===== config.mk =====
export PLATFORM = sky130hd
export DESIGN_NAME = gpio_in_dev_io
export DESIGN_NICKNAME = d
export VERILOG_FILES = /design/src/rtl/gpio_in_pkg.sv /design/src/rtl/edge_sync_det.sv /design/src/rtl/gpio_in_dev_io.sv
export SDC_FILE = /design/constraint.sdc
export NUM_CORES = 1
export LEC_CHECK = 0
export ABC_AREA = 1
export CAP_MARGIN = 5
export CORE_ASPECT_RATIO = 0.9
export CORE_MARGIN = 2
export CORE_UTILIZATION = 55
export CTS_BUF_LIST = sky130_fd_sc_hd__clkbuf_4
export CTS_CLUSTER_DIAMETER = 30
export DETAILED_ROUTE_END_ITERATION = 6
export PLACE_DENSITY = 0.92
export SLEW_MARGIN = 25
export SYNTH_ARGS = -nofsm -noshare
export SYNTH_HDL_FRONTEND = slang
export SYNTH_SLANG_ARGS = --single-unit

===== constraint.sdc =====
create_clock -name clk -period 3 [get_ports clk]
set_input_delay 0.45 -clock clk [delete_from_list [all_inputs] [get_ports clk]]
set_output_delay 0.45 -clock clk [all_outputs]
set_load 0.05 [all_outputs]

===== src/rtl/gpio_in_pkg.sv =====
// Shared encodings for the MIO input GPIO peripheral: FSM states and register offsets.
package gpio_in_pkg;

  typedef enum logic [1:0] {
    ST_IDLE   = 2'd0,
    ST_ACCESS = 2'd1,
    ST_DONE   = 2'd2
  } gpio_state_e;

  localparam logic [1:0] REG_STATUS = 2'd0;
  localparam logic [1:0] REG_FLAGS  = 2'd1;
  localparam logic [1:0] REG_MASK   = 2'd2;
  localparam logic [1:0] REG_COUNT  = 2'd3;

endpackage


===== src/rtl/edge_sync_det.sv =====
// Two-flop synchroniser plus a "previous" flop; rise_o pulses for one cycle per 0->1 transition.
module edge_sync_det #(
  parameter int W = 8
) (
  input  logic         clk,
  input  logic         rst_n,
  input  logic [W-1:0] d_i,
  output logic [W-1:0] sync_o,
  output logic [W-1:0] rise_o
);

  logic [W-1:0] s1_q;
  logic [W-1:0] s2_q;
  logic [W-1:0] prev_q;

  always_ff @(posedge clk or negedge rst_n) begin
    if (!rst_n) begin
      s1_q   <= '0;
      s2_q   <= '0;
      prev_q <= '0;
    end else begin
      s1_q   <= d_i;
      s2_q   <= s1_q;
      prev_q <= s2_q;
    end
  end

  assign sync_o = s2_q;
  assign rise_o = s2_q & ~prev_q;

endmodule


===== src/rtl/gpio_in_dev_io.sv =====
// MIO input peripheral: synchronised switches/buttons, sticky edge flags, masked irq and a
// button event counter behind a 4-phase sel/ready handshake (IDLE -> ACCESS -> DONE).
module gpio_in_dev_io
  import gpio_in_pkg::*;
#(
  parameter int SW_W  = 8,
  parameter int BTN_W = 5,
  parameter int CNT_W = 16
) (
  input  logic             clk,
  input  logic             rst,
  input  logic             GPIOd0000000_sel,
  input  logic             GPIOd0000000_we,
  input  logic [1:0]       addr,
  input  logic [31:0]      data_in,
  output logic [31:0]      data_out,
  output logic             ready,
  input  logic [SW_W-1:0]  SW,
  input  logic [BTN_W-1:0] BTN,
  output logic             irq,
  output logic [1:0]       state_dbg
);

  localparam int N = SW_W + BTN_W;

  function automatic logic [CNT_W:0] popcount(input logic [BTN_W-1:0] v);
    logic [CNT_W:0] c;
    c = '0;
    for (int i = 0; i < BTN_W; i++) c = c + {{CNT_W{1'b0}}, v[i]};
    return c;
  endfunction

  logic [SW_W-1:0]  sw_sync, sw_rise;
  logic [BTN_W-1:0] btn_sync, btn_rise;

  edge_sync_det #(.W(SW_W)) u_sw_sync (
    .clk(clk), .rst_n(rst), .d_i(SW), .sync_o(sw_sync), .rise_o(sw_rise)
  );

  edge_sync_det #(.W(BTN_W)) u_btn_sync (
    .clk(clk), .rst_n(rst), .d_i(BTN), .sync_o(btn_sync), .rise_o(btn_rise)
  );

  gpio_state_e      state_q, state_d;
  logic [1:0]       addr_q, addr_d;
  logic             we_q, we_d;
  logic [N-1:0]     wdata_q, wdata_d;
  logic [31:0]      data_out_q, data_out_d;
  logic             ready_q, ready_d;
  logic             irq_q, irq_d;
  logic [N-1:0]     flags_q, flags_d;
  logic [N-1:0]     mask_q, mask_d;
  logic [CNT_W-1:0] cnt_q, cnt_d;
  logic             ovf_q, ovf_d;

  logic             rd_en, wr_en;
  logic [31:0]      rd_data;
  logic [N-1:0]     clr;
  logic [CNT_W:0]   sum;

  // Only the low N data bits ever reach a register; the rest is intentionally dropped.
  logic unused_wdata;
  assign unused_wdata = ^data_in[31:N];

  always_comb begin
    state_d = state_q;
    addr_d  = addr_q;
    we_d    = we_q;
    wdata_d = wdata_q;
    case (state_q)
      ST_IDLE: begin
        if (GPIOd0000000_sel) begin
          state_d = ST_ACCESS;
          addr_d  = addr;
          we_d    = GPIOd0000000_we;
          wdata_d = data_in[N-1:0];
        end
      end
      ST_ACCESS: state_d = ST_DONE;
      ST_DONE:   if (!GPIOd0000000_sel) state_d = ST_IDLE;
      default:   state_d = ST_IDLE;
    endcase
    ready_d = (state_d == ST_DONE);
  end

  assign rd_en = (state_q == ST_ACCESS) && !we_q;
  assign wr_en = (state_q == ST_ACCESS) && we_q;

  always_comb begin
    rd_data = '0;
    case (addr_q)
      REG_STATUS: rd_data[N-1:0] = {btn_sync, sw_sync};
      REG_FLAGS:  rd_data[N-1:0] = flags_q;
      REG_MASK:   rd_data[N-1:0] = mask_q;
      default: begin
        rd_data[CNT_W-1:0] = cnt_q;
        rd_data[31]        = ovf_q;
      end
    endcase
    data_out_d = rd_en ? rd_data : data_out_q;

    // A new edge in the clearing cycle is OR-ed in after the clear, so it survives.
    clr = '0;
    if (rd_en && addr_q == REG_FLAGS) clr = flags_q;
    if (wr_en && addr_q == REG_FLAGS) clr = wdata_q;
    flags_d = (flags_q & ~clr) | {btn_rise, sw_rise};

    mask_d = (wr_en && addr_q == REG_MASK) ? wdata_q : mask_q;

    sum = {1'b0, cnt_q} + popcount(btn_rise);
    if (wr_en && addr_q == REG_COUNT) begin
      cnt_d = '0;
      ovf_d = 1'b0;
    end else begin
      cnt_d = sum[CNT_W-1:0];
      ovf_d = ovf_q | sum[CNT_W];
    end

    irq_d = |(flags_q & mask_q);
  end

  always_ff @(posedge clk or negedge rst) begin
    if (!rst) begin
      state_q    <= ST_IDLE;
      addr_q     <= '0;
      we_q       <= 1'b0;
      wdata_q    <= '0;
      data_out_q <= '0;
      ready_q    <= 1'b0;
      irq_q      <= 1'b0;
      flags_q    <= '0;
      mask_q     <= '0;
      cnt_q      <= '0;
      ovf_q      <= 1'b0;
    end else begin
      state_q    <= state_d;
      addr_q     <= addr_d;
      we_q       <= we_d;
      wdata_q    <= wdata_d;
      data_out_q <= data_out_d;
      ready_q    <= ready_d;
      irq_q      <= irq_d;
      flags_q    <= flags_d;
      mask_q     <= mask_d;
      cnt_q      <= cnt_d;
      ovf_q      <= ovf_d;
    end
  end

  assign data_out  = data_out_q;
  assign ready     = ready_q;
  assign irq       = irq_q;
  assign state_dbg = state_q;

endmodule


# --- After elaboration in Yosys (flattened, before gate mapping) ---
# Index checks and enable logic that the tools add are counted.
word_totals:
  regBits: 119
  input_bits: 51
  output_inout_bits: 36
classes:
  addsub: 5
  eq_ne: 6
  muxes: 10
  bitwise: 9
  reduce_logical: 12
op_table:
  columns: ["operator", "n"]
  rows:
  - ["case mux 13 bit (3 select lines)", 1]
  - ["bitwise AND 13 bit", 2]
  - ["2-to-1 mux 13 bit", 2]
  - ["adder 16 x 5 -> 17 bit", 1]
  - ["2-to-1 mux 16 bit", 1]
  - ["inverter 13 bit", 1]
  - ["OR 13 bit", 1]
  - ["OR reduction 13 bit", 1]
  - ["bitwise AND 8 bit", 1]
  - ["== test 2 bit (second input constant)", 4]
  - ["inverter 8 bit", 1]
  - ["logical AND 1 bit", 6]
  - ["case mux 2 bit (3 select lines)", 1]
  - ["adder 4 x 1 -> 5 bit", 1]
  - ["bitwise AND 5 bit", 1]
  - ["inverter 5 bit", 1]
  - ["adder 3 x 1 -> 4 bit", 1]
  - ["== test 2 x 1 -> 1 bit (second input constant)", 2]
  - ["zero test 2 bit", 2]
  - ["2-to-1 mux 2 bit", 2]
  - ["adder 2 x 1 -> 3 bit", 1]
  - ["2-to-1 mux 3 bit", 1]
  - ["OR reduction 3 bit", 1]
  - ["adder 1 x 1 -> 2 bit", 1]
  - ["other kinds (4)", 5]

# --- Depth between registers and ports, before layout ---
logic_depth:
  word_depth: 9
  mapped_depth: 16

# --- By module ---
# A second synthesis with hierarchy kept.
hier_totals:
  hier_cells: 578
  hier_area_um2: 5082.4
by_module_without_submodules:
  columns: ["module", "n_inst", "cells_each", "area_per_inst_um2"]
  rows:
  - ["gpio_in_dev_io", 1, 513, 3976.3]
  - ["edge_sync_det (u_sw_sync)", 1, 40, 680.7]
  - ["edge_sync_det (u_btn_sync)", 1, 25, 425.4]

# --- Worst setup path after synthesis ---
# No wires, ideal clock.
synth_timing:
  path_kind: "register to register"
  startpoint: "register u_btn_sync.prev_q[0]"
  endpoint: "register cnt_q[14]"
  setup_time_ns: 0.119
  arrival_time_ns: 2.605
  required_ns: 2.881
  slack_ns: 0.276
  path_stages_with_launch: 17
  synth_period_minus_slack_ns: 2.724
  cell_sequence: "dfrtp_1 > inv_1 > nand2_1 > fa_1 > fa_1 > inv_1 > ha_1 > inv_1 > fa_1 > inv_1 > nand2_1 > nand2_1 > nand2_1 > nor2_1 > nand3_1 > nand2_1 > nor2_1"
synth_via:
  elab_chain_len: 8
synth_rtl:
  columns: ["element", "line_no", "source"]
  rows:
  - ["start: declaration", "edge_sync_det.sv:14", "logic [W-1:0] prev_q;"]
  - ["start signal: assignment", "edge_sync_det.sv:24", "prev_q <= s2_q;"]
  - ["inverter 5 bit", "edge_sync_det.sv:29", "assign rise_o = s2_q & ~prev_q;"]
  - ["bitwise AND 5 bit", "edge_sync_det.sv:29", null]
  - ["adder 1 x 1 -> 2 bit", "gpio_in_dev_io.sv:29", "for (int i = 0; i < BTN_W; i++) c = c + {{CNT_W{1'b0}}, v[i]};"]
  - ["adder 2 x 1 -> 3 bit", "gpio_in_dev_io.sv:29", null]
  - ["adder 3 x 1 -> 4 bit", "gpio_in_dev_io.sv:29", null]
  - ["adder 4 x 1 -> 5 bit", "gpio_in_dev_io.sv:29", null]
  - ["adder 16 x 5 -> 17 bit", "gpio_in_dev_io.sv:110", "sum = {1'b0, cnt_q} + popcount(btn_rise);"]
  - ["2-to-1 mux 16 bit", "gpio_in_dev_io.sv:111", "if (wr_en && addr_q == REG_COUNT) begin"]
  - ["named net cnt_d[14]", "gpio_in_dev_io.sv:53", "logic [CNT_W-1:0] cnt_q, cnt_d;"]
  - ["end signal: assignment", "gpio_in_dev_io.sv:145", "cnt_q <= cnt_d;"]
  - ["end: declaration", "gpio_in_dev_io.sv:53", null]
# The timed path passes the listed nets, and every way through them passes these cells.
# A chain may end at the register's enable or synchronous reset.

# --- Worst setup path after layout ---
layout_timing:
  startpoint: "register u_btn_sync.prev_q[3]"
  endpoint: "register cnt_q[10]"
layout_via:
  elab_chain_len: 6
layout_rtl:
  columns: ["element", "line_no"]
  rows:
  - ["inverter 5 bit", "edge_sync_det.sv:29"]
  - ["bitwise AND 5 bit", "edge_sync_det.sv:29"]
  - ["adder 3 x 1 -> 4 bit", "gpio_in_dev_io.sv:29"]
  - ["adder 4 x 1 -> 5 bit", "gpio_in_dev_io.sv:29"]
  - ["adder 16 x 5 -> 17 bit", "gpio_in_dev_io.sv:110"]
  - ["2-to-1 mux 16 bit", "gpio_in_dev_io.sv:111"]
  - ["named net cnt_d[10]", "gpio_in_dev_io.sv:53"]
# The timed path passes the listed nets, and every way through them passes these cells.

==> impl_metrics.json <==
{
  "outcome": "finished, final reports clean",
  "combPwrFrac": 0.363,
  "drive_above_1_share": 0.110,
  "placement.io_buffers": 52,
  "worstRegToRegCells": 16,
  "endpoint_kind": "flop",
  "synth-xor-area-share": 0,
  "fillerInstances": 642,
  "drv_slew": 0,
  "wl_per_cell_um": 14.6,
  "r2r-end": "cnt_q[10]",
  "crit_path_max_incr_delay_ns": 0.56,
  "crit_chain": "inv_1 -> nand2_2 -> fa_1 -> fa_1 -> inv_1 -> ha_2 -> inv_2 -> fa_2 -> inv_2 -> nand3_2 -> nand2_1 -> nand2_2 -> nor2_2 -> nand2_1 -> nand2_1 -> nor2_1",
  "start_util": 0.561,
  "seqPwrFrac": 0.422,
  "syn_area_mm2": 0.00507,
  "hpwl_mm": 7.68,
  "crit_type": "flop to flop",
  "vias_per_cell": 5.24,
  "hold_viol": 0,
  "cts_buffer_depth": 2,
  "place_congestion": 0.912,
  "regArea_mm2": 0.00298,
  "cp-start-kind": "flop",
  "dieArea_mm2": 0.0100,
  "grt_pass1_vias": 4006,
  "synth.avg_cell_area_um2": 9.01,
  "seq_area_frac_synth": 0.587,
  "hold_end": "u_btn_sync.sync_o[0]",
  "syn_inst": 563,
  "grt_usage": 0.239,
  "synth_top_family_by_area": "simple AND/OR/NAND/NOR gates",
  "cts_max_level": 4,
  "finalClockSkew_ns": 0.0120,
  "ioPinCount": 87,
  "fin_setup_tns_ns": 0,
  "cts_tree": "done",
  "antenna_found_initial": 0,
  "synth_cell_types": 27,
  "diodes": 0,
  "ant_nets": 0,
  "finalCritPeriodShare": 0.959,
  "max_freq_ghz": 0.348,
  "syn2layout_area_growth_pct": 18.3,
  "period_needed_ns": 2.88,
  "wirelength_mm": 11.1,
  "min_from": "u_btn_sync.s1_q[0]",
  "synth_compound_area_frac": 0.0674,
  "switching_share": 0.406,
  "cts_made_buffers": 17,
  "cap_violations": 0,
  "yosysWarnings": 0,
  "setup_viol": 0,
  "drt-initial-drc-count": 381,
  "crit_required_ns": 3.40,
  "path_clk_slew_ns": 0.09,
  "clk_latency_ns": 0.51,
  "placementRows": 33,
  "worstHoldPathCells": 0,
  "gr-total-overflow": 0,
  "synth-seq-cells": 119,
  "synth_area_leaders": "dfrtp_1, nand2_1, inv_1, nand3_1, nor2_1",
  "finalNonFillerCells": 760,
  "finish.net_count": 684,
  "synth-simple-area-share": 0.237,
  "max-slew-margin-rel": 0.574,
  "worstMarginPinSlew_ns": 0.638,
  "crit_fanout": 4,
  "fp.coreArea_mm2": 0.00904,
  "p_clk_frac": 0.215,
  "crit_top_cell": "nand2_1",
  "drc": 0,
  "p_switching_mw": 2.29,
  "vias": 3984,
  "yosysTopAreaCellShare": 0.587,
  "cp.buffers_inverters": 4,
  "power_density_mw_per_mm2": 943,
  "synth_area_leader_cell": "dfrtp_1",
  "critPathSlowestCell": "fa_1",
  "synth_mux_area_frac": 0,
  "multi_input_area_mm2": 0.00175,
  "placedCellCount": 725,
  "min_path_type": "flop to flop",
  "grt_max_degree": 73,
  "power_leakage_nw": 2.97,
  "ir_drop_uv": 502,
  "synthAdderAreaFrac": 0.0217,
  "intPower_mw": 3.36,
  "crit_cells": 16,
  "clock-root-buffer": "clkbuf_4",
  "grt_pass1_wl_mm": 18.3,
  "die_h_um": 95.1,
  "cp_top_family": "adder cells",
  "first_pass_iters": 5,
  "cts.sinks": 119,
  "cp_data_arrival_time_ns": 3.28,
  "die_w_um": 105,
  "rrSetupSlack_ns": 0.12,
  "r2r-start": "u_btn_sync.prev_q[3]"
}
-- final cells by class --
cell class,count,share of cell area
flip-flops and latches,119,0.496
multi-input cells,367,0.291
repair buffers,60,0.0988
inverters,61,0.0382
clock inverters,12,0.0265
well taps,122,0.0254
clock buffers,19,0.0238
-- per-layer routing --
layer,wire length (µm),track usage
met1,4570,0.290
met4,375,0.134
met5,0,0
met2,5300,0.386
met3,854,0.0752
-- power groups by stage --
stage / combinational, mW / clock [mW] / sequential [mW]
floorplan: 1.08 / 0 / 2.65
global placement: 1.91 / 0 / 2.37
detailed placement: 1.99 / 0 / 2.40
CTS: 2.01 / 1.24 / 2.37
global route: 2.25 / 1.30 / 2.44
finish: 2.05 / 1.22 / 2.39
-- Yosys cell counts, drive strengths merged --
library cell,instances
o22a,4
nor3,2
nand4,10
fa,3
a22o,2
buf,27
conb,1
o211ai,1
a221oi,1
inv,61
nand3,33
nor2,41
nand2,204
ha,4
o21ai,37
a21oi,10
clkbuf,3
dfrtp,119
-- layout by cell type (no fill, tap or decap), types with 2 or more instances in the layout --
master,count
inv_1,55
ha_1,3
a21oi_1,10
bufinv_16,4
conb_1,15
nand3_1,32
clkbuf_4,19
o22a_1,4
o21ai_0,19
o21ai_2,10
inv_2,6
clkinv_2,4
nand4_1,10
buf_4,7
clkinv_1,3
nor2_2,4
nand2_2,5
o21ai_1,8
nand2_1,198
a22o_1,2
dfrtp_1,119
clkdlybuf4s50_1,51
fa_1,2
nor2_1,33
nor2_4,4
-- flip-flops by register name, summed over array words and instances (netlist names), 8 cells and up --
name,flops
mask_q,13
u_sw_sync.s1_q,8
u_sw_sync.prev_q,8
cnt_q,16
flags_q,13
u_sw_sync.sync_o,8
data_out,17
wdata_q,13
-- worst max-delay path by stage --
| stage | startpoint | end | slack, ns |
|---|---|---|---|
| after floorplan | u_btn_sync.prev_q[0] | cnt_q[14] | 0.28 |
| after global placement | u_btn_sync.prev_q[0] | cnt_q[14] | 0.12 |
| after detailed placement | u_btn_sync.prev_q[0] | cnt_q[14] | 0.05 |
| after CTS | u_btn_sync.prev_q[0] | cnt_q[14] | 0.009 |
| after global routing | u_btn_sync.prev_q[3] | cnt_q[14] | -0.03 |
| final | u_btn_sync.prev_q[3] | cnt_q[10] | 0.12 |
-- per-stage QoR --
stage	setup slack, ns	hold WS (ns)	total power [mW]	cell area [µm²]	util
2_1_floorplan	0.276	0.154	3.73	5120	-
3_3_place_gp	0.120	0.331	4.28	5630	0.623
3_5_place_dp	0.0521	0.336	4.39	5630	0.623
4_1_cts	0.00903	0.341	5.61	5940	0.657
5_1_grt	-0.0343	0.331	5.99	6000	0.664
6_report	0.124	0.351	5.66	6000	0.664
-- cell families (layout without fill, tap and decap cells) --
logic type	after synthesis	in the layout
fa+ha+maj	7	7
flops	119	119
simple gates	290	290
buf+inv	91	152
compound gates	55	55
other cells	1	15
-- repair_timing --
action	CTS	global route
hold endpoints to repair	47	0
setup endpoints to repair	0	6
hold buffers	1	0
gates resized for setup	0	14
setup buffers	0	3
Note: power is estimated with default switching activity, not from simulation.
